<file path="config.mk">
export PLATFORM = sky130hd
export DESIGN_NAME = risc_toy_mem_arbiter
export DESIGN_NICKNAME = d
export VERILOG_FILES = /design/src/rtl/risc_toy_pkg.sv /design/src/rtl/risc_toy_arb_grant.sv /design/src/rtl/risc_toy_mem_arbiter.sv
export SDC_FILE = /design/constraint.sdc
export NUM_CORES = 1
export LEC_CHECK = 0
export CORE_UTILIZATION = 25
export DETAILED_ROUTE_END_ITERATION = 12
export DONT_BUFFER_PORTS = 1
export HOLD_SLACK_MARGIN = 0.02
export PLACE_DENSITY = 0.46
export SYNTH_ARGS = -nofsm -noshare
export SYNTH_HDL_FRONTEND = slang
export SYNTH_HIERARCHICAL = 1
export SYNTH_SLANG_ARGS = --single-unit
</file>
<file path="constraint.sdc">
create_clock -name CLK -period 4.95 [get_ports CLK]
set_input_delay 0.495 -clock CLK [delete_from_list [all_inputs] [get_ports CLK]]
set_output_delay 0.495 -clock CLK [all_outputs]
set_load 0.05 [all_outputs]
</file>
<file path="src/rtl/risc_toy_pkg.sv">
// Shared RISC_TOY definitions: return-owner tags,
// arbiter defaults and core-wide opcode constants.
package risc_toy_pkg;

  typedef enum logic [1:0] {
    OWN_NONE = 2'd0,
    OWN_I    = 2'd1,
    OWN_D    = 2'd2
  } ret_own_e;

  localparam int STARVE_MAX_DEFAULT = 3;

  localparam logic [4:0] OP_ADDI = 5'd0;
  localparam logic [4:0] OP_ANDI = 5'd1;
  localparam logic [4:0] OP_ORI  = 5'd2;
  localparam logic [4:0] OP_MOVI = 5'd3;
  localparam logic [4:0] OP_ADD  = 5'd4;
  localparam logic [4:0] OP_SUB  = 5'd5;
  localparam logic [4:0] OP_NEG  = 5'd6;
  localparam logic [4:0] OP_NOT  = 5'd7;
  localparam logic [4:0] OP_AND  = 5'd8;
  localparam logic [4:0] OP_OR   = 5'd9;
  localparam logic [4:0] OP_XOR  = 5'd10;
  localparam logic [4:0] OP_LSR  = 5'd11;
  localparam logic [4:0] OP_ASR  = 5'd12;
  localparam logic [4:0] OP_SHL  = 5'd13;
  localparam logic [4:0] OP_ROR  = 5'd14;
  localparam logic [4:0] OP_BR   = 5'd15;
  localparam logic [4:0] OP_BRL  = 5'd16;
  localparam logic [4:0] OP_J    = 5'd17;
  localparam logic [4:0] OP_JL   = 5'd18;
  localparam logic [4:0] OP_LD   = 5'd19;
  localparam logic [4:0] OP_LDR  = 5'd20;
  localparam logic [4:0] OP_ST   = 5'd21;
  localparam logic [4:0] OP_STR  = 5'd22;

endpackage

</file>
<file path="src/rtl/risc_toy_arb_grant.sv">
// Fetch/data priority decision with fetch starvation counter.
// In: clk, rst, ireq, dreq. Out: fetch_win, data_win (one-hot or none).
module risc_toy_arb_grant
  import risc_toy_pkg::*;
#(
  parameter int STARVE_MAX = STARVE_MAX_DEFAULT
) (
  input  logic clk,
  input  logic rst,
  input  logic ireq,
  input  logic dreq,
  output logic fetch_win,
  output logic data_win
);

  localparam logic [3:0] SMAX = 4'(STARVE_MAX);

  logic [3:0] starve_q;
  logic [3:0] starve_d;
  logic       starved;

  always_comb begin
    starved   = (starve_q == SMAX);
    fetch_win = ~rst & ireq & (~dreq | starved);
    data_win  = ~rst & dreq & ~fetch_win;
    starve_d  = 4'd0;
    // Count only cycles where fetch asked and lost.
    if (ireq && !fetch_win) begin
      starve_d = starved ? SMAX : starve_q + 4'd1;
    end
  end

  always_ff @(posedge clk or posedge rst) begin
    if (rst) begin
      starve_q <= 4'd0;
    end else begin
      starve_q <= starve_d;
    end
  end

endmodule

</file>
<file path="src/rtl/risc_toy_mem_arbiter.sv">
// Single-port SRAM arbiter between fetch and load/store ports.
// Ports: fetch (IREQ/IADDR/ISTALL/IVALID/INSTR), data (DREQ/DRW/DADDR/
// DWDATA/DSTALL/DVALID/DRDATA), SRAM (MCSN/MWEN/MA/MDI/MDOUT).
module risc_toy_mem_arbiter
  import risc_toy_pkg::*;
#(
  parameter int AW         = 10,
  parameter int DW         = 32,
  parameter int STARVE_MAX = STARVE_MAX_DEFAULT
) (
  input  logic          CLK,
  input  logic          RST,
  input  logic          IREQ,
  input  logic [29:0]   IADDR,
  output logic          ISTALL,
  output logic          IVALID,
  output logic [DW-1:0] INSTR,
  input  logic          DREQ,
  input  logic          DRW,
  input  logic [29:0]   DADDR,
  input  logic [DW-1:0] DWDATA,
  output logic          DSTALL,
  output logic          DVALID,
  output logic [DW-1:0] DRDATA,
  output logic          MCSN,
  output logic          MWEN,
  output logic [AW-1:0] MA,
  output logic [DW-1:0] MDI,
  input  logic [DW-1:0] MDOUT
);

  logic          fetch_win;
  logic          data_win;
  ret_own_e      ret_own_q;
  ret_own_e      ret_own_d;
  logic [DW-1:0] instr_q;
  logic [DW-1:0] instr_d;
  logic [DW-1:0] drdata_q;
  logic [DW-1:0] drdata_d;
  logic          unused_hi;

  // Upper address bits are deliberately dropped.
  assign unused_hi = ^{IADDR[29:AW], DADDR[29:AW]};

  risc_toy_arb_grant #(
    .STARVE_MAX(STARVE_MAX)
  ) u_grant (
    .clk      (CLK),
    .rst      (RST),
    .ireq     (IREQ),
    .dreq     (DREQ),
    .fetch_win(fetch_win),
    .data_win (data_win)
  );

  always_comb begin
    MCSN      = 1'b1;
    MWEN      = 1'b1;
    MA        = '0;
    MDI       = '0;
    ret_own_d = OWN_NONE;
    unique case (1'b1)
      data_win: begin
        MCSN      = 1'b0;
        MWEN      = ~DRW;
        MA        = DADDR[AW-1:0];
        MDI       = DWDATA;
        ret_own_d = DRW ? OWN_NONE : OWN_D;
      end
      fetch_win: begin
        MCSN      = 1'b0;
        MA        = IADDR[AW-1:0];
        ret_own_d = OWN_I;
      end
      default: ;
    endcase
  end

  // Returns bypass straight from MDOUT and are held afterwards.
  always_comb begin
    ISTALL   = IREQ & ~fetch_win;
    DSTALL   = DREQ & ~data_win;
    IVALID   = (ret_own_q == OWN_I);
    DVALID   = (ret_own_q == OWN_D);
    instr_d  = IVALID ? MDOUT : instr_q;
    drdata_d = DVALID ? MDOUT : drdata_q;
    INSTR    = instr_d;
    DRDATA   = drdata_d;
  end

  always_ff @(posedge CLK or posedge RST) begin
    if (RST) begin
      ret_own_q <= OWN_NONE;
      instr_q   <= '0;
      drdata_q  <= '0;
    end else begin
      ret_own_q <= ret_own_d;
      instr_q   <= instr_d;
      drdata_q  <= drdata_d;
    end
  end

endmodule

</file>
Yosys cells after proc, flatten, opt, wreduce, memory -nomap -nowiden
Index checks and enable logic that the tools add are counted.
{"block": "word_totals", "register_bits": 70, "in_bits": 129, "output_inout_bits": 112, "word_cells": 33}
{"block": "classes", "add_sub_neg": 1, "eq_ne": 3, "mux": 10, "bitwise_logic": 12, "reduce_logical": 3}
{"cell": "two-way mux 32 bit", "n": 3}
{"cell": "one-hot mux 10 bit (2 select lines)", "n": 1}
{"cell": "two-way mux 4 bit", "n": 2}
{"cell": "AND 1 bit", "n": 6}
{"cell": "NOT 1 bit", "n": 5}
{"cell": "adder 4 x 1 -> 4 bit (second input constant)", "n": 1}
{"cell": "== test 4 x 2 -> 1 bit (second input constant)", "n": 1}
{"cell": "one-hot mux 2 bit (2 select lines)", "n": 1}
{"cell": "== test 2 x 1 -> 1 bit (second input constant)", "n": 1}
{"cell": "== test 2 bit (second input constant)", "n": 1}
{"cell": "two-way mux 1 bit", "n": 2}
{"cell": "two-way mux 2 bit", "n": 1}
{"cell": "OR reduction 2 bit", "n": 1}
{"cell": "logical AND 1 bit", "n": 1}
{"cell": "logical NOT 1 bit", "n": 1}
{"cell": "bitwise OR 1 bit", "n": 1}

Longest topological paths before layout
Gate-level depths: netlist of run 1.
{"block": "logic_depth", "word_depth": 7, "depth_mapped": 6, "mapped_depth_nobuf": 5}

Modules after synthesis
Netlist of run 1, hierarchy kept.
{"mod": "risc_toy_mem_arbiter", "n_inst": 1, "cells_per_inst": 196, "area_per_inst_um2": 3037.9, "seq_area_each_um2": 1651.6}
{"mod": "risc_toy_arb_grant", "n_inst": 1, "cells_per_inst": 21, "area_per_inst_um2": 219.0, "seq_area_each_um2": 100.1}

Least setup slack after synthesis of run 1
No wires, ideal clock.
{"block": "synth_path", "path_kind": "register to output", "startpoint": "register u_grant.starve_q[0]", "endpoint": "output MCSN", "arrival_ns": 2.085, "required_ns": 4.455, "setup_slack_ns": 2.370, "stages_incl_launch_ff": 7, "n_path_buf": 2, "cell_sequence": "dfrtp_1 -> ha_1 -> or3b_4 -> o211a_1 -> buf_2 -> clkbuf_1 -> nor2_1"}
{"block": "synth_between", "elab_chain_len": 7}
{"item": "start: declaration", "line": "risc_toy_arb_grant.sv:18", "text": "logic [3:0] starve_q;"}
{"item": "start signal: assignment", "line": "risc_toy_arb_grant.sv:37", "text": "starve_q <= starve_d;"}
{"item": "== test 4 x 2 -> 1 bit", "line": "risc_toy_arb_grant.sv:23", "text": "starved = (starve_q == SMAX);"}
{"item": "bitwise OR 1 bit", "line": "risc_toy_arb_grant.sv:24", "text": "fetch_win = ~rst & ireq & (~dreq | starved);"}
{"item": "AND 1 bit", "line": "risc_toy_arb_grant.sv:24"}
{"item": "NOT 1 bit", "line": "risc_toy_arb_grant.sv:25", "text": "data_win = ~rst & dreq & ~fetch_win;"}
{"item": "AND 1 bit", "line": "risc_toy_arb_grant.sv:25"}
{"item": "named net data_win", "line": "risc_toy_mem_arbiter.sv:33", "text": "logic data_win;"}
{"item": "OR reduction 2 bit (no line)"}
{"item": "two-way mux 1 bit", "line": "risc_toy_mem_arbiter.sv:62", "text": "unique case (1'b1)"}
{"item": "end: declaration", "line": "risc_toy_mem_arbiter.sv:25", "text": "output logic MCSN,"}
The timed path passes the listed nets, and every way through them passes these cells.

Worst setup path in the final report of run 1
{"block": "layout_path", "startpoint": "register u_grant.starve_q[0]", "endpoint": "output DSTALL"}
{"block": "layout_between", "elab_chain_len": 7}
{"item": "== test 4 x 2 -> 1 bit", "line": "risc_toy_arb_grant.sv:23"}
{"item": "bitwise OR 1 bit", "line": "risc_toy_arb_grant.sv:24"}
{"item": "AND 1 bit", "line": "risc_toy_arb_grant.sv:24"}
{"item": "NOT 1 bit", "line": "risc_toy_arb_grant.sv:25"}
{"item": "AND 1 bit", "line": "risc_toy_arb_grant.sv:25"}
{"item": "named net data_win", "line": "risc_toy_mem_arbiter.sv:33"}
{"item": "NOT 1 bit", "line": "risc_toy_mem_arbiter.sv:82", "text": "DSTALL = DREQ & ~data_win;"}
{"item": "AND 1 bit", "line": "risc_toy_mem_arbiter.sv:82"}
{"item": "end: declaration", "line": "risc_toy_mem_arbiter.sv:22", "text": "output logic DSTALL,"}
The timed path passes the listed nets, and every way through them passes these cells.

==> results.py, run 1 <==
metrics = {
    "timing": {
        "finalMaxSlewViolations": 0,
        "fin_ws_ns": 1.69,
        "period_needed_ns": 3.26,
        "finalSetupTns_ns": 0,
        "rsz0062_at_grt": "no",
        "worst_pin_slew_ns": 1.11,
        "relSlewSlack": 0.256,
        "finClkSkew_ns": 0.00465,
        "setup_viol": 0,
        "fin_crit_sh": 0.659,
        "hold_viol_final": 0,
        "max_freq_mhz": 307,
    },
    "power_and_ir_drop": {
        "vdd_drop_max_v": 0.000155,
        "power_density_nw_per_um2": 581,
        "p_comb_frac": 0.364,
        "power.net_switching_mw": 0.870,
        "swShare": 0.401,
        "power_leakage_nw": 1.72,
        "clockPowerShare": 0.304,
        "p_seq_frac": 0.332,
        "p_int_mw": 1.30,
    },
    "global_route": {
        "grt_pass1_vias": 1819,
        "antenna_found_initial": 6,
        "grt_max_degree": 67,
        "grt_pass1_wl_um": 10400,
        "gr-total-overflow": 0,
        "grt_usage": 0.110,
    },
    "worst_setup_path": {
        "cp-end-kind": "output pin",
        "crit_start": "u_grant/starve_q[0]$_DFF_PP0_",
        "critical_path_class": "reg -> out",
        "start_kind": "flip-flop",
        "critPathRequiredTime_ns": 4.45,
        "crit_path_max_fanout": 46,
        "r2r_start": "ret_own_q[0]$_DFF_PP0_",
        "rrSetupSlack_ns": 2.66,
        "arrival_ns": 2.77,
    },
    "logic_synthesis": {
        "ys_types": 26,
        "yosys.area_share.simple": 0.0864,
        "synth_top_family_by_area": "multiplexers",
        "synthAdderAreaFrac": 0.00384,
        "synth_xor_area_frac": 0.00269,
        "synth-compound-area-share": 0.0403,
        "syn-instance-count": 217,
        "yosys_warnings": 6,
        "synthMuxAreaShare": 0.288,
        "synth_seq_cells": 70,
        "yosysSeqAreaShare": 0.538,
        "syn_nets": 347,
        "synth_area_um2": 3260,
        "syn_avg_cell_area_um2": 15.0,
    },
    "clocking": {
        "cts_sinks": 70,
        "clk_latency_ns": 0.33,
        "tritoncts": "done",
        "cts_resized": 0,
        "root_buffer": "clkbuf_16",
        "cts-htree-levels": 3,
        "cts_max_path_buffers": 2,
        "cts_made_buffers": 9,
        "clk_pin_slew_ns": 0.05,
    },
    "floorplanning": {
        "io_pins": 241,
        "die_area_um2": 13500,
        "core-area_um2": 12700,
        "die_h_um": 116,
        "die_x_um": 116,
        "num_rows": 41,
        "start_util": 0.257,
    },
    "finish": {
        "design_area_um2": 3730,
        "final_cell_mix": "dfrtp_1 (70), mux2_4 (58), and2_1 (33), a22o_1 (10), clkbuf_16 (9)",
        "final_nets": 348,
        "final_util": 0.295,
        "regArea_um2": 1750,
        "layout_commonest_cell": "dfrtp_1",
        "drive_above_1_share": 0.396,
        "nFillCells": 1291,
        "multi_input_area_um2": 1380,
        "syn2layout_area_growth_pct": 14.6,
    },
    "placement": {
        "gp_congestion": 0.903,
        "dpl_worst_slack_ns": 2.03,
        "port-buffer-count": 0,
        "place_area_um2": 3400,
        "dp_hpwl_um": 5400,
    },
    "routing": {
        "drc": 0,
        "drtIter0Drc": 56,
        "wirelength_um": 7530,
        "wire_per_inst_um": 18.8,
        "vias": 1768,
        "detail-route-antenna-nets": 0,
        "avgViaCountPerCell": 4.42,
        "drt-pass1-iter-count": 4,
    },
    "worst_hold_path": {
        "hold_path.class": "in -> reg",
        "hp-start": "DRW",
    },
    "flow_run": {
        "maxCapViolations": 0,
    },
    "outcome": {
        "run_status": "finished clean",
    },
}
## logic make-up (layout without fill, tap and decap cells)
kind of cell               Yosys count  count (layout)
buffers and inverters               20              25
AOI/OAI and AO/OA                   16              16
xor gates and xnor gates             1               1
DFF                                 70              70
and+or+nand+nor                     45              45
other                                0               6
muxes                               64              64
adders and majority gates            1               1
## layout make-up
cell class / instances / share of cell area
Antenna cell: 6 / 0.00402
Clock buffer: 12 / 0.0714
Clock inverter: 3 / 0.0114
Inverter: 5 / 0.00503
Multi-Input combinational cell: 127 / 0.370
Sequential cell: 70 / 0.469
Tap cell: 172 / 0.0577
Timing Repair Buffer: 5 / 0.0107
## registers in the layout, indices dropped and copies added, names as in the netlist
register	count
instr_q	32
drdata_q	32
u_grant/starve_q	4
ret_own_q	2
## final timing paths
kind	end	cells after the start
setup / recovery	DSTALL	4
hold / removal	ret_own_q[1]$_DFF_PP0_	1
setup reg to reg	drdata_q[31]$_DFF_PP0_	3
hold reg to reg	u_grant/starve_q[0]$_DFF_PP0_	1
max in group asynchronous	drdata_q[29]$_DFF_PP0_	2
min in group asynchronous	ret_own_q[1]$_DFF_PP0_	2
## per-layer routing
metal / wire [µm] / part of all wire / global-route usage
met3: 786 / 0.10 / 0.0441
met1: 2640 / 0.35 / 0.108
met5: 0 / 0 / 0
met2: 3620 / 0.48 / 0.181
met4: 480 / 0.064 / 0.0957
## through the flow
stage,total power [mW],cells,hold slack [ns]
after floorplan,1.47,217,0.269
after global placement,1.52,378,0.293
after detailed placement,1.52,378,0.288
after CTS,2.21,394,0.205
after global routing,2.26,400,0.211
final,2.17,400,0.230
## synth_stat cells
library cell	count	share of area
dfrtp_1	70	0.54
a22o_1	10	0.027
mux2_4	58	0.27
nand3_1	1	0.0015
and2_1	33	0.063
nor3_1	1	0.0015
inv_1	5	0.0058
nor2_1	1	0.0012
nand2b_1	1	0.0019
buf_6	7	0.024
o211a_1	1	0.0031
a211oi_1	2	0.0046
buf_2	1	0.0015
clkbuf_1	6	0.0069
nor2b_1	4	0.0077
or3b_4	1	0.0035
or2b_1	1	0.0023
mux2_2	6	0.021
o21ai_0	1	0.0015
a21oi_1	1	0.0015
buf_4	1	0.0023
a21oi_2	1	0.0027
xor2_1	1	0.0027
ha_1	1	0.0038
nand2_1	1	0.0012
nand3b_1	1	0.0023
## what timing repair did
item / in CTS / in global routing
hold buffers: 1 / 0
endpoints found under the hold margin: 4 / 0
setup buffers: 0 / 0
endpoints found under the setup margin: 0 / 0
## worst max-delay path: stages (launching register included)
cell	delay (ns)
dfrtp_1	0.36
ha_1	0.19
or3b_4	0.41
o211a_1	0.59
nor2b_1	0.88
## power by group through the flow
stage	registers, mW	logic, mW	clock network, mW
floorplan	0.719	0.753	0
global placement	0.726	0.796	0
detailed placement	0.729	0.795	0
CTS	0.721	0.798	0.690
global route	0.732	0.816	0.715
finish	0.720	0.790	0.658
No activity file was read; power rests on OpenSTA's default activity.
==> run 2: changes to the inputs <==
==> constraint.sdc (replaced) <==
create_clock -name CLK -period 3.3 [get_ports CLK]
set_input_delay 0.33 -clock CLK [delete_from_list [all_inputs] [get_ports CLK]]
set_output_delay 0.33 -clock CLK [all_outputs]
set_load 0.05 [all_outputs]
==> results.py, run 2 (same netlist as run 1, synthesis figures left out) <==
metrics = {
    "power_and_ir_drop": {
        "p_seq_frac": 0.325,
        "swShare": 0.403,
        "power.net_switching_mw": 1.33,
        "p_comb_frac": 0.362,
        "power_mw": 3.31,
        "power_leakage_nw": 1.77,
        "power_density_nw_per_um2": 870,
        "p_int_mw": 1.98,
        "clockPowerShare": 0.313,
        "vdd_drop_max_v": 0.000217,
    },
    "clocking": {
        "tritoncts": "done",
        "clk_pin_slew_ns": 0.05,
        "root_buffer": "clkbuf_16",
        "cts_max_path_buffers": 2,
        "clk_latency_ns": 0.33,
        "cts-htree-levels": 3,
        "cts_sinks": 70,
        "cts_made_buffers": 9,
        "cts_setup_buffers": 0,
    },
    "worst_setup_path": {
        "start_kind": "flip-flop",
        "cp-end-kind": "output pin",
        "critPathRequiredTime_ns": 2.97,
        "arrival_ns": 2.66,
        "critical_path_class": "reg -> out",
        "crit_path_max_fanout": 46,
    },
    "timing": {
        "max_freq_mhz": 334,
        "worst_pin_slew_ns": 0.923,
        "fin_hold_ws_ns": 0.0549,
        "fin_ws_ns": 0.309,
        "hold_viol_final": 0,
        "fin_crit_sh": 0.906,
        "finalMaxSlewViolations": 0,
        "finClkSkew_ns": 0.00389,
        "relSlewSlack": 0.385,
        "finalSetupTns_ns": 0,
        "rsz0062_at_grt": "no",
        "period_needed_ns": 2.99,
        "setup_viol": 0,
    },
    "floorplanning": {
        "num_rows": 41,
        "die_h_um": 116,
        "io_pins": 241,
        "die_area_um2": 13500,
        "start_util": 0.257,
        "die_x_um": 116,
        "core-area_um2": 12700,
    },
    "placement": {
        "gp_congestion": 0.885,
        "dp_hpwl_um": 5810,
        "place_area_um2": 3470,
        "place_inst": 387,
        "dpl_worst_slack_ns": 0.641,
        "port-buffer-count": 0,
    },
    "routing": {
        "avgViaCountPerCell": 4.42,
        "drt-pass1-iter-count": 3,
        "detail-route-antenna-nets": 0,
        "wirelength_um": 7870,
        "vias": 1805,
        "drc": 0,
        "drtIter0Drc": 52,
        "wire_per_inst_um": 19.3,
    },
    "finish": {
        "reg_top3": "drdata_q: 32 flops, instr_q: 32 flops, u_grant/starve_q: 4 flops",
        "multi_input_area_um2": 1380,
        "final_nets": 357,
        "regArea_um2": 1750,
        "layout_commonest_cell": "dfrtp_1",
        "nFillCells": 1298,
        "drive_above_1_share": 0.418,
        "final_util": 0.301,
        "syn2layout_area_growth_pct": 16.9,
        "final_cell_mix": "dfrtp_1 (70), mux2_4 (58), and2_1 (33), buf_4 (13), a22o_1 (10)",
        "final_cells": 408,
        "design_area_um2": 3810,
    },
    "outcome": {
        "run_status": "finished clean",
    },
    "global_route": {
        "grt_pass1_vias": 1910,
        "antenna_found_initial": 4,
        "grt_pass1_wl_um": 10700,
        "grt_max_degree": 47,
        "grt_usage": 0.115,
        "gr-total-overflow": 0,
    },
    "worst_hold_path": {
        "hold_path.class": "in -> reg",
    },
    "flow_run": {
        "maxCapViolations": 0,
    },
}
run 2: worst paths after layout:
path,startpoint,to,slack (ns),cells past startpoint
max in group asynchronous,RST,drdata_q[26]$_DFF_PP0_,2.05,3
max reg2reg,ret_own_q[0]$_DFF_PP0_,instr_q[1]$_DFF_PP0_,1.30,3
max,u_grant/starve_q[0]$_DFF_PP0_,MDI[19],0.31,4
min in group asynchronous,RST,u_grant/starve_q[2]$_DFF_PP0_,0.38,2
min,DRW,ret_own_q[1]$_DFF_PP0_,0.05,1
min reg2reg,u_grant/starve_q[0]$_DFF_PP0_,u_grant/starve_q[0]$_DFF_PP0_,0.51,1
run 2: metal layers:
layer | global-route usage | part of all wire
met5 | 0 | 0
met4 | 0.104 | 0.061
met3 | 0.0498 | 0.11
met2 | 0.189 | 0.47
met1 | 0.109 | 0.36
run 2: worst max-delay path, cell delays in order, from the launching register on:
cell and delay [ns]:
dfrtp_1 0.40, ha_1 0.23, or3b_4 0.26, o211a_1 0.75, and2_1 0.67
run 2: final cells by class:
| type | count | share of cell area |
|---|---|---|
| Antenna cell | 4 | 0.00263 |
| Clock buffer | 10 | 0.0601 |
| Clock inverter | 6 | 0.0246 |
| Inverter | 5 | 0.00493 |
| Multi-Input combinational cell | 127 | 0.363 |
| Sequential cell | 70 | 0.460 |
| Tap cell | 172 | 0.0565 |
| Timing Repair Buffer | 14 | 0.0283 |
run 2: repair_timing:
| item | 4_1_cts | 5_1_grt |
|---|---|---|
| gates resized for setup | 0 | 0 |
| hold buffers | 1 | 0 |
| endpoints found under the hold margin | 27 | 0 |
run 2: power by group through the flow:
stage          combinational (mW)  clock (mW)  sequential, mW
2_1_floorplan                1.13           0            1.08
5_1_grt                      1.24        1.11            1.09
6_report                     1.20        1.04            1.08
3_3_place_gp                 1.20           0            1.09
3_5_place_dp                 1.21           0            1.09
4_1_cts                      1.21        1.08            1.08
==> run 3: changes to the inputs <==
--- a/config.mk
+++ b/config.mk
@@ -7,9 +7,8 @@
 export LEC_CHECK = 0
 export CORE_UTILIZATION = 25
 export DETAILED_ROUTE_END_ITERATION = 12
-export DONT_BUFFER_PORTS = 1
-export HOLD_SLACK_MARGIN = 0.02
-export PLACE_DENSITY = 0.46
+export HOLD_SLACK_MARGIN = 0.1
+export PLACE_DENSITY = 0.7
 export SYNTH_ARGS = -nofsm -noshare
 export SYNTH_HDL_FRONTEND = slang
 export SYNTH_HIERARCHICAL = 1
==> results.py, run 3 (same netlist as run 1, synthesis figures left out) <==
metrics = {
    "routing": {
        "drt-pass1-iter-count": 4,
        "drc": 0,
        "drtIter0Drc": 63,
        "avgViaCountPerCell": 4.19,
        "wire_per_inst_um": 15.5,
        "vias": 2501,
        "detail-route-antenna-nets": 0,
        "wirelength_um": 9240,
    },
    "floorplanning": {
        "start_util": 0.257,
        "die_h_um": 116,
        "die_area_um2": 13500,
        "core-area_um2": 12700,
        "io_pins": 241,
        "die_x_um": 116,
        "num_rows": 41,
    },
    "finish": {
        "drive_above_1_share": 0.315,
        "final_nets": 551,
        "regArea_um2": 1750,
        "final_cell_mix": "clkdlybuf4s50_1 (158), dfrtp_1 (70), mux2_4 (58), buf_12 (44), and2_1 (33)",
        "nFillCells": 1107,
        "reg_top3": "drdata_q: 32 flops, instr_q: 32 flops, u_grant/starve_q: 4 flops",
        "num_antenna_cells": 0,
        "layout_commonest_cell": "clkdlybuf4s50_1",
        "final_cells": 597,
        "syn2layout_area_growth_pct": 91.0,
        "design_area_um2": 6220,
        "multi_input_area_um2": 1380,
    },
    "clocking": {
        "cts_max_path_buffers": 2,
        "cts_setup_buffers": 0,
        "clk_latency_ns": 0.32,
        "root_buffer": "clkbuf_16",
        "hold_buffers": 0,
        "cts_resized": 0,
        "tritoncts": "done",
        "cts-htree-levels": 3,
        "clk_pin_slew_ns": 0.06,
        "cts_sinks": 70,
        "cts_made_buffers": 9,
    },
    "power_and_ir_drop": {
        "power_density_nw_per_um2": 630,
        "power.net_switching_mw": 1.41,
        "clockPowerShare": 0.287,
        "swShare": 0.361,
        "power_mw": 3.92,
        "p_int_mw": 2.50,
        "power_leakage_nw": 2.73,
        "vdd_drop_max_v": 0.000228,
        "p_comb_frac": 0.437,
        "p_seq_frac": 0.276,
    },
    "worst_setup_path": {
        "start_kind": "flip-flop",
        "cp_num_cells": 5,
        "worst-path-buf-inv": 1,
        "critPathRequiredTime_ns": 2.97,
        "crit_family": "buffers and inverters",
        "crit_path_max_fanout": 11,
        "r2r_cells": 5,
        "path_cells": "ha_1 -> or3b_4 -> o211a_1 -> nor2b_1 -> clkdlybuf4s50_1",
        "critical_path_class": "reg -> out",
        "cp-end-kind": "output pin",
        "slowest_delay_ns": 0.81,
        "cp_slowest_cell": "clkdlybuf4s50_1",
        "arrival_ns": 2.62,
    },
    "timing": {
        "max_freq_mhz": 339,
        "setup_viol": 0,
        "fin_ws_ns": 0.354,
        "finalSetupTns_ns": 0,
        "worst_pin_slew_ns": 0.561,
        "period_needed_ns": 2.95,
        "finalMaxSlewViolations": 0,
        "finClkSkew_ns": 0.00590,
        "relSlewSlack": 0.625,
        "fin_crit_sh": 0.893,
        "hold_viol_final": 0,
        "rsz0062_at_grt": "no",
    },
    "placement": {
        "gp_congestion": 0.722,
        "port-buffer-count": 200,
        "dp_hpwl_um": 7100,
        "place_inst": 582,
        "place_area_um2": 5880,
        "dpl_worst_slack_ns": 0.705,
    },
    "global_route": {
        "grtUsageMet2": 0.238,
        "grt_pass1_wl_um": 13800,
        "grt_max_degree": 32,
        "grt_pass1_vias": 2695,
        "met3_usage": 0.0488,
        "use_met1": 0.153,
        "grt.busiest_layer": "met2",
        "antenna_found_initial": 0,
        "gr-total-overflow": 0,
        "grt_usage": 0.136,
    },
    "outcome": {
        "run_status": "finished clean",
    },
    "worst_hold_path": {
        "hold_path.class": "in -> async",
    },
    "flow_run": {
        "maxCapViolations": 0,
    },
}
[run 3: cell types whose count changed in the layout (fill, tap and decap cells not counted)]
cell             previous run  this run
buf_12                      0        44
buf_4                      13         6
bufinv_16                   2         3
clkbuf_1                    1         0
clkbuf_8                    0         1
clkdlybuf4s50_1             0       158
clkinv_4                    2         0
diode_2                     4         0
dlygate4sd3_1               1         0
[run 3: power by group through the flow]
| stage | Sequential, mW | Combinational [mW] | Clock (mW) |
|---|---|---|---|
| after floorplan | 1.08 | 1.13 | 0 |
| after global placement | 1.09 | 1.71 | 0 |
| after detailed placement | 1.10 | 1.72 | 0 |
| after CTS | 1.08 | 1.73 | 1.16 |
| after global routing | 1.10 | 1.79 | 1.20 |
| final | 1.08 | 1.71 | 1.12 |
[run 3: area by class of cell]
class                   instances  share of cell area
well taps                     172              0.0346
clock buffers                  10              0.0384
flip-flops and latches         70               0.282
inverters                       5             0.00302
clock inverters                 5              0.0171
repair buffers                208               0.403
multi-input cells             127               0.222
[run 3: layer usage]
| layer | share of wire | wire length [µm] |
|---|---|---|
| met5 | 0 | 0 |
| met4 | 0.017 | 160 |
| met3 | 0.088 | 817 |
| met2 | 0.51 | 4750 |
| met1 | 0.38 | 3510 |
[run 3: worst paths after layout]
kind | start | to | slack, ns
min in group CLK | instr_q[10]$_DFF_PP0_ | instr_q[10]$_DFF_PP0_ | 0.49
worst min-delay path | RST | u_grant/starve_q[0]$_DFF_PP0_ | 0.31
worst min register to register | instr_q[10]$_DFF_PP0_ | instr_q[10]$_DFF_PP0_ | 0.49
worst max register to register | u_grant/starve_q[0]$_DFF_PP0_ | ret_own_q[1]$_DFF_PP0_ | 1.48
worst max-delay path | u_grant/starve_q[0]$_DFF_PP0_ | DSTALL | 0.35
max in group asynchronous | RST | instr_q[19]$_DFF_PP0_ | 2.15
[run 3: metrics by stage]
step | hold WS, ns | util
finish | 0.314 | 0.491
detailed placement | 0.477 | 0.464
global route | 0.344 | 0.491
CTS | 0.304 | 0.491
floorplan | 0.104 | -
global placement | 0.474 | 0.464
[run 3: worst reg2reg max path, delay by kind of cell (launching register included)]
kind | cells | cell delay (ns)
AOI/OAI and AO/OA | 1 | 0.34
adders and majority gates | 1 | 0.19
buffers and inverters | 1 | 0.24
DFF | 1 | 0.38
and+or+nand+nor | 2 | 0.56
